==> src/rtl/wb_stage_pipe.sv <==
// wb_stage_pipe: MEM/WB pipeline register with result select, load alignment/extension and register-file write.
// Ports: clk/rst (async, active-high); in_* = instruction from MEM over in_valid/in_ready;
//        mem_rdata/mem_rvalid = data-memory read return; rf_we/rf_waddr/rf_wdata = register-file write;
//        wb_retire = one pulse per completed instruction; mem_unexp = pulse for a read return outside WAIT;
//        retire_count = retired-instruction counter, present only when WB_RETIRE_CNT_EN is defined.
module wb_stage_pipe #(
    parameter int XLEN   = 32,
    parameter int REG_AW = 5
) (
    input  logic              clk,
    input  logic              rst,
    input  logic              in_valid,
    output logic              in_ready,
    input  logic              in_reg_write,
    input  logic [REG_AW-1:0] in_rd,
    input  logic [1:0]        in_wb_sel,
    input  logic [2:0]        in_funct3,
    input  logic [XLEN-1:0]   in_alu_result,
    input  logic [XLEN-1:0]   in_pc_plus4,
    input  logic [XLEN-1:0]   in_imm,
    input  logic [XLEN-1:0]   mem_rdata,
    input  logic              mem_rvalid,
    output logic              rf_we,
    output logic [REG_AW-1:0] rf_waddr,
    output logic [XLEN-1:0]   rf_wdata,
    output logic              wb_retire,
    output logic              mem_unexp,
    output logic [63:0]       retire_count
);
    typedef enum logic [1:0] {IDLE, WAIT, COMMIT} state_t;
    state_t state_q, state_d;
    logic [REG_AW-1:0] rd_q, rd_d, rf_waddr_q, rf_waddr_d;
    logic [2:0] f3_q, f3_d, off_q, off_d, off_eff;
    logic rw_q, rw_d, rf_we_q, rf_we_d, retire_q, retire_d, unexp_q, unexp_d, accept;
    logic [XLEN-1:0] rf_wdata_q, rf_wdata_d, sel_data, sh, ld_data;
    assign in_ready  = state_q != WAIT;
    assign accept    = in_valid && in_ready;
    assign rf_we     = rf_we_q;
    assign rf_waddr  = rf_waddr_q;
    assign rf_wdata  = rf_wdata_q;
    assign wb_retire = retire_q;
    assign mem_unexp = unexp_q;
    assign sel_data  = in_wb_sel == 2'd2 ? in_pc_plus4 : in_wb_sel == 2'd3 ? in_imm : in_alu_result;
    // Offset is aligned down to the access size; bit2 only addresses bytes in a 64-bit word.
    always_comb begin
        off_eff = off_q & (f3_q[1:0] == 2'd0 ? 3'b111 : f3_q[1:0] == 2'd1 ? 3'b110 :
                           f3_q[1:0] == 2'd2 ? 3'b100 : 3'b000) & (XLEN == 64 ? 3'b111 : 3'b011);
        sh = mem_rdata >> {off_eff, 3'b000};
        ld_data = '0;
        case (f3_q)
            3'b000: ld_data = XLEN'($signed(sh[7:0]));
            3'b100: ld_data = XLEN'(sh[7:0]);
            3'b001: ld_data = XLEN'($signed(sh[15:0]));
            3'b101: ld_data = XLEN'(sh[15:0]);
            3'b010: ld_data = XLEN'($signed(sh[31:0]));
            3'b110: ld_data = XLEN == 64 ? XLEN'(sh[31:0]) : '0;
            3'b011: ld_data = XLEN == 64 ? mem_rdata : '0;
            default: ld_data = '0;
        endcase
    end
    always_comb begin
        state_d    = state_q;
        rd_d       = rd_q;
        f3_d       = f3_q;
        off_d      = off_q;
        rw_d       = rw_q;
        rf_we_d    = 1'b0;
        retire_d   = 1'b0;
        rf_waddr_d = rf_waddr_q;
        rf_wdata_d = rf_wdata_q;
        unexp_d    = mem_rvalid && state_q != WAIT;
        if (state_q == WAIT) begin
            if (mem_rvalid) begin
                state_d    = COMMIT;
                rf_we_d    = rw_q && rd_q != '0;
                retire_d   = 1'b1;
                rf_waddr_d = rd_q;
                rf_wdata_d = ld_data;
            end
        end else if (accept && in_wb_sel == 2'd1) begin
            state_d = WAIT;
            rd_d    = in_rd;
            f3_d    = in_funct3;
            off_d   = in_alu_result[2:0];
            rw_d    = in_reg_write;
        end else if (accept) begin
            state_d    = COMMIT;
            rf_we_d    = in_reg_write && in_rd != '0;
            retire_d   = 1'b1;
            rf_waddr_d = in_rd;
            rf_wdata_d = sel_data;
        end else begin
            state_d = IDLE;
        end
    end
    always_ff @(posedge clk or posedge rst) begin
        if (rst) begin
            state_q    <= IDLE;
            rd_q       <= '0;
            f3_q       <= '0;
            off_q      <= '0;
            rw_q       <= 1'b0;
            rf_we_q    <= 1'b0;
            retire_q   <= 1'b0;
            unexp_q    <= 1'b0;
            rf_waddr_q <= '0;
            rf_wdata_q <= '0;
        end else begin
            state_q    <= state_d;
            rd_q       <= rd_d;
            f3_q       <= f3_d;
            off_q      <= off_d;
            rw_q       <= rw_d;
            rf_we_q    <= rf_we_d;
            retire_q   <= retire_d;
            unexp_q    <= unexp_d;
            rf_waddr_q <= rf_waddr_d;
            rf_wdata_q <= rf_wdata_d;
        end
    end
`ifdef WB_RETIRE_CNT_EN
    logic [63:0] cnt_q;
    always_ff @(posedge clk or posedge rst) begin
        if (rst) cnt_q <= '0;
        else if (retire_q) cnt_q <= cnt_q + 64'd1;
    end
    assign retire_count = cnt_q;
`else
    assign retire_count = '0;
`endif
endmodule

==> config.mk <==
export PLATFORM = sky130hd
export DESIGN_NAME = wb_stage_pipe
export DESIGN_NICKNAME = d
export VERILOG_FILES = /design/src/rtl/wb_stage_pipe.sv
export SDC_FILE = /design/constraint.sdc
export NUM_CORES = 1
export LEC_CHECK = 0
export ABC_CLOCK_PERIOD_IN_PS = 2800
export CAP_MARGIN = 20
export CORE_MARGIN = 1
export CORE_UTILIZATION = 39
export CTS_BUF_LIST = sky130_fd_sc_hd__clkbuf_4
export CTS_CLUSTER_SIZE = 14
export DETAILED_ROUTE_END_ITERATION = 16
export PLACE_DENSITY = 0.95
export SYNTH_ARGS = -nofsm -noshare
export SYNTH_HDL_FRONTEND = slang
export SYNTH_SLANG_ARGS = --single-unit
==> constraint.sdc <==
create_clock -name clk -period 2.8 [get_ports clk]
set_input_delay 0.28 -clock clk [delete_from_list [all_inputs] [get_ports clk]]
set_output_delay 0.28 -clock clk [all_outputs]
set_load 0.05 [all_outputs]
==> results of run 1 <==
-- routing by layer --
| metal | GRT usage | part of all wire | up-vias |
|---|---|---|---|
| met4 | 0.0553 | 0.013 | 0 |
| met3 | 0.0499 | 0.088 | 14 |
| met1 | 0.301 | 0.40 | 1923 |
| met2 | 0.427 | 0.50 | 210 |
| li1 | - | - | 1880 |
| met5 | 0 | 0 | - |
-- sequential cells by signal, indices dropped and copies added (netlist names) --
signal	cells
rf_wdata	32
rd_q	5
rf_waddr	5
f3_q	3
off_q	2
state_q	2
mem_unexp	1
rf_we	1
rw_q	1
wb_retire	1
-- power by group through the flow --
stage | logic (mW) | registers (mW) | clock network, mW
finish | 1.90 | 1.04 | 0.460
global route | 2.01 | 1.06 | 0.491
CTS | 1.91 | 1.04 | 0.464
detailed placement | 1.90 | 1.05 | 0
global placement | 1.87 | 1.04 | 0
floorplan | 0.902 | 1.46 | 0
-- area by class of cell --
| type | count | area [µm²] | share of cell area |
|---|---|---|---|
| clock buffers | 6 | 45.0 | 0.00764 |
| clock inverters | 2 | 38.8 | 0.00657 |
| inverters | 7 | 26.3 | 0.00445 |
| multi-input cells | 355 | 2350 | 0.399 |
| flip-flops and latches | 53 | 1330 | 0.225 |
| well taps | 136 | 170 | 0.0288 |
| repair buffers | 199 | 1940 | 0.329 |
-- how the worst max path moves through the flow --
stage | from | end | cells after the start
2_1_floorplan | f3_q[0] | rf_wdata[29] | 8
3_3_place_gp | off_q[0] | rf_wdata[28] | 5
3_5_place_dp | off_q[0] | rf_wdata[28] | 5
4_1_cts | off_q[0] | rf_wdata[28] | 5
5_1_grt | off_q[0] | rf_wdata[28] | 5
6_report | off_q[0] | rf_wdata[28] | 5
-- synthesized netlist by cell type, types with 3 or more instances --
cell type | number | area share
buf_4 | 64 | 0.12
dfrtp_1 | 53 | 0.32
nand2_1 | 39 | 0.036
mux2i_1 | 37 | 0.090
a21oi_1 | 28 | 0.034
nor2_1 | 28 | 0.026
o21ai_0 | 28 | 0.034
clkbuf_1 | 22 | 0.020
a221o_1 | 16 | 0.039
mux2_2 | 11 | 0.030
o211ai_1 | 10 | 0.018
a31oi_1 | 9 | 0.014
o21ai_1 | 9 | 0.011
a211oi_1 | 8 | 0.015
buf_2 | 8 | 0.0097
nor4bb_1 | 8 | 0.019
o2bb2ai_1 | 8 | 0.017
a2111oi_0 | 7 | 0.015
a221oi_1 | 7 | 0.015
inv_1 | 7 | 0.0064
mux4_2 | 7 | 0.038
nor3_1 | 7 | 0.0085
buf_1 | 5 | 0.0046
nand2b_1 | 4 | 0.0061
buf_6 | 3 | 0.0082
or4_1 | 3 | 0.0055
-- cells by family (layout without fill, tap and decap cells) --
family / count (synthesis) / count (layout)
buffers and inverters: 110 / 214
multiplexers: 56 / 56
AND/OR/NAND/NOR: 99 / 99
other: 1 / 64
AO/OA/AOI/OAI: 136 / 136
flip-flops: 53 / 53
-- critical path, stage by stage (launching register included) --
cell,delay (ns)
dfrtp_1,0.52
nand2b_1,0.28
a21o_1,0.38
a221oi_4,0.67
o21ai_0,0.20
a221o_1,0.38
-- metrics by stage --
step,utilization,std cells
final,0.574,758
after global routing,0.574,758
after CTS,0.573,757
after detailed placement,0.565,749
after global placement,0.565,749
after floorplan,-,518
==> flow_summary_export.csv, run 1 <==
group,metric,value,unit
global_routing,grt_overflow,0,
pwr,power,3.40,mW
worst_setup_path,r2r_end,"rf_wdata[28]",
route,drtAntennaViolNets,0,
worst_setup_path,r2r_cells,5,
clocking,insertion_delay,0.38,ns
floorplan,dieArea,11000,µm²
placement,io_buffers,183,
pwr,sw_frac_of_total,0.459,
pwr,intPower,1.84,mW
sta,finalMaxSlewViolations,0,
logic_synthesis,syn_inst,455,
logic_synthesis,synthAdderAreaFrac,0,
global_routing,antenna_found_initial,0,
clocking,h-tree-depth,2,
logic_synthesis,synth-seq-cells,53,
sta,fin_ws,0.271,ns
worst_setup_path,arrival,2.80,ns
logic_synthesis,synthMuxAreaShare,0.162,
route,drc,0,
clocking,cts_setup_buffers,0,
layout,drive_above_1_share,0.0868,
clocking,root_buffer,"clkbuf_4",
clocking,cts_max_path_buffers,2,
pwr,power.density,577,nW/µm²
global_routing,grt_max_degree,65,
clocking,cts.repair.resized,0,
worst_setup_path,path_class,"flop to flop",
worst_setup_path,reg2reg_from,"off_q[0]",
pwr,pwr-share-seq,0.306,
sta,finalCritPeriodShare,0.903,
pwr,p_clk_frac,0.135,
route,dr.pass1.iters,4,
global_routing,grt_pass1_vias,3943,
clocking,numCtsBuffers,5,
sta,period_minus_slack,2.53,ns
pwr,p_sw,1.56,mW
layout,diodes,0,
worst_setup_path,r2r_slack,0.27,ns
logic_synthesis,synthXorXnorAreaFrac,0,
sta,holdWs,0.217,ns
layout,layout_commonest_cell,"clkdlybuf4s50_1",
floorplan,initial_core_util,0.400,
logic_synthesis,synth-simple-area-share,0.118,
route,routed_wl,13.5,mm
logic_synthesis,synth_edf_count,0,
clocking,cts_tree,"yes",
logic_synthesis,syn_area_per_cell,9.04,µm²
clocking,clock-sinks,53,
layout,nNetsFinal,764,
placement,gp_congestion,0.862,
sta,finalHoldViolations,0,
sta,rsz0062_at_grt,"false",
worst_setup_path,start_kind,"flop",
logic_synthesis,synth_area,4110,µm²
logic_synthesis,ys_async_sr_fraction,1.00,
logic_synthesis,ys_seq_area_frac,0.322,
logic_synthesis,synthFlopType,"dfrtp_1",
placement,dp_hpwl,10.7,mm
run,max-cap-violations,0,
floorplan,dieWidth,105,µm
route,drtIter0Drc,218,
global_routing,grtUsageTotal,0.241,
sta,finClkSkew,0.00901,ns
layout,fillCellCount,897,
layout,fin_area,5900,µm²
logic_synthesis,ys_types,45,
route,drt-wirelength-per-cell,17.8,µm
logic_synthesis,yosysWarnings,0,
worst_hold_path,hold_class,"primary input to asynchronous set/reset pin",
floorplan,io_pins,248,
sta,fmax,395,MHz
route,vias,4027,
global_routing,grt_pass1_wl,20.8,mm
logic_synthesis,synth_top_family_by_area,"compound AO/OA/AOI/OAI gates",
pwr,comb_power_share,0.559,
layout,area_growth,43.4,%
placement,dpl_cell_area,5810,µm²
floorplan,fp.dieH,105,µm
logic_synthesis,synth-compound-area-share,0.230,
placement,pre_cts_ws,0.303,ns
sta,slew_headroom,0.530,
sta,setup_viol,0,
worst_setup_path,crit_path_end_kind,"flop",
clocking,ctsHoldBuffers,0,
floorplan,rows,37,
status,status,"finished, final reports clean",
route,viasPerCell,5.31,
worst_setup_path,required,3.08,ns
pwr,ir_worst_vdd,0.000298,V
floorplan,core,10300,µm²
sta,setup_tns,0,ns
clocking,clk_pin_slew,0.16,ns
pwr,p_leak,2.52,nW
layout,final_cell_mix,"180 x clkdlybuf4s50_1, 64 x conb_1, 53 x dfrtp_1, 39 x nand2_1, 37 x mux2i_1",
sta,tightest_slew,0.705,ns
worst_setup_path,worstPathMaxFanout,18,
Note: power is estimated with default switching activity, not from simulation.
==> run 2: changes to the inputs <==
- RECOVER_POWER: unset -> 50
- TNS_END_PERCENT: unset -> 100
==> run 2 against run 1 <==
Against the previous run: setup slack barely moved; sequential cell count unchanged; global-route usage did not move; clock power down 0.9%; power is 0.73% lower; largest cell class unchanged; largest power group unchanged; count of clock-buffer cells in the layout is the same; register-to-register slack is essentially flat; cell area decreased by 0.11%.
==> flow_summary_export.csv, run 2 (synthesis gave the netlist of run 1 again) <==
group,metric,value,unit
status,status,"finished, final reports clean",
layout,largest_reg_flops,32,
layout,layout_commonest_cell,"clkdlybuf4s50_1",
global_routing,grt_overflow,0,
floorplan,io_pins,248,
floorplan,initial_core_util,0.400,
sta,fmax,395,MHz
clocking,insertion_delay,0.38,ns
placement,pre_cts_ws,0.303,ns
clocking,root_buffer,"clkbuf_4",
sta,fin_ws,0.271,ns
sta,finalHoldViolations,0,
global_routing,antenna_found_initial,0,
worst_hold_path,hold_class,"primary input to flop",
clocking,cts_tree,"yes",
sta,rsz0062_at_grt,"false",
route,viasPerCell,5.36,
clocking,cts_setup_buffers,0,
worst_setup_path,start_kind,"flop",
worst_setup_path,path_class,"flop to flop",
clocking,clk_pin_slew,0.16,ns
pwr,power.density,573,nW/µm²
sta,setup_tns,0,ns
sta,finClkSkew,0.00631,ns
sta,tightest_slew,0.868,ns
pwr,p_leak,2.53,nW
global_routing,grt_pass1_vias,3943,
clocking,cts_max_path_buffers,2,
clocking,ctsHoldBuffers,0,
layout,diodes,0,
run,max-cap-violations,0,
sta,setup_viol,0,
floorplan,rows,37,
worst_setup_path,crit_path_end_kind,"flop",
pwr,power,3.38,mW
sta,holdWs,0.357,ns
worst_setup_path,r2r_cells,5,
clocking,numCtsBuffers,5,
route,routed_wl,13.5,mm
global_routing,grt_max_degree,65,
route,drtAntennaViolNets,0,
floorplan,dieArea,11000,µm²
clocking,h-tree-depth,2,
layout,drive_above_1_share,0.0836,
layout,final_cell_mix,"162 x clkdlybuf4s50_1, 64 x conb_1, 53 x dfrtp_1, 39 x nand2_1, 37 x mux2i_1",
worst_setup_path,r2r_end,"rf_wdata[28]",
floorplan,dieWidth,105,µm
placement,dp_hpwl,10.7,mm
clocking,clock-sinks,53,
layout,fin_util,0.573,
worst_setup_path,arrival,2.80,ns
placement,gp_congestion,0.862,
route,drtIter0Drc,232,
worst_setup_path,worstPathMaxFanout,18,
sta,finalMaxSlewViolations,0,
route,drt-wirelength-per-cell,17.8,µm
global_routing,grtUsageTotal,0.241,
floorplan,core,10300,µm²
layout,nNetsFinal,764,
worst_setup_path,required,3.08,ns
global_routing,grt_pass1_wl,20.8,mm
floorplan,fp.dieH,105,µm
layout,area_growth,43.3,%
clocking,cts.repair.resized,0,
route,dr.pass1.iters,5,
sta,slew_headroom,0.421,
placement,io_buffers,183,
sta,period_minus_slack,2.53,ns
route,vias,4060,
pwr,ir_worst_vdd,0.000298,V
worst_setup_path,crit_start,"off_q[0]",
worst_setup_path,r2r_slack,0.27,ns
route,drc,0,
worst_setup_path,critPathCapture,"rf_wdata[28]",
sta,finalCritPeriodShare,0.903,
worst_setup_path,reg2reg_from,"off_q[0]",
## run 2: cell count changes in the layout (fill, tap and decap cells not counted)
cell | before | now
clkbuf_1 | 0 | 1
inv_2 | 1 | 0
inv_1 | 6 | 7
clkbuf_2 | 0 | 1
dlygate4sd3_1 | 0 | 18
buf_4 | 17 | 15
clkdlybuf4s50_1 | 180 | 162
## run 2: layer usage
layer | vias up | share of wire | global-route usage
li1 | 1882 | - | -
met1 | 1940 | 0.39 | 0.301
met2 | 222 | 0.50 | 0.427
met3 | 16 | 0.094 | 0.0499
met4 | 0 | 0.014 | 0.0553
met5 | - | 0 | 0
## run 2: worst min-delay path by stage
stage	start	end	slack [ns]	cells after the start
after floorplan	mem_rvalid	state_q[0]	0.39	1
after global placement	rf_wdata[4]	rf_wdata[4]	0.47	2
after detailed placement	rf_wdata[5]	rf_wdata[5]	0.48	2
after CTS	rst	wb_retire	0.22	2
after global routing	in_wb_sel[0]	rf_we	0.35	4
final	in_wb_sel[0]	rf_we	0.36	4
## run 2: cell type report
cell class | instances | area [µm²]
sequential | 53 | 1330
clock inverter | 2 | 38.8
multi-input combinational | 355 | 2350
timing repair buffer | 199 | 1930
inverter | 7 | 26.3
fill | 899 | 4380
clock buffer | 6 | 45.0
tap | 136 | 170
## run 2: critical path: stages, from the launching register on
cell and delay, ns:
dfrtp_1 0.52, nand2b_1 0.28, a21o_1 0.38, a221oi_4 0.67, o21ai_0 0.20, a221o_1 0.38
## run 2: power by group
group | total, mW | switching (mW) | internal [mW]
combinational | 1.88 | 1.19 | 0.697
sequential | 1.04 | 0.114 | 0.924
clock | 0.456 | 0.256 | 0.200
total | 3.38 | 1.56 | 1.82
## run 2: through the flow
step / instances / instance area, µm²
floorplan: 518 / 4350
global placement: 749 / 5810
detailed placement: 749 / 5810
CTS: 757 / 5890
global route: 758 / 5890
finish: 758 / 5890
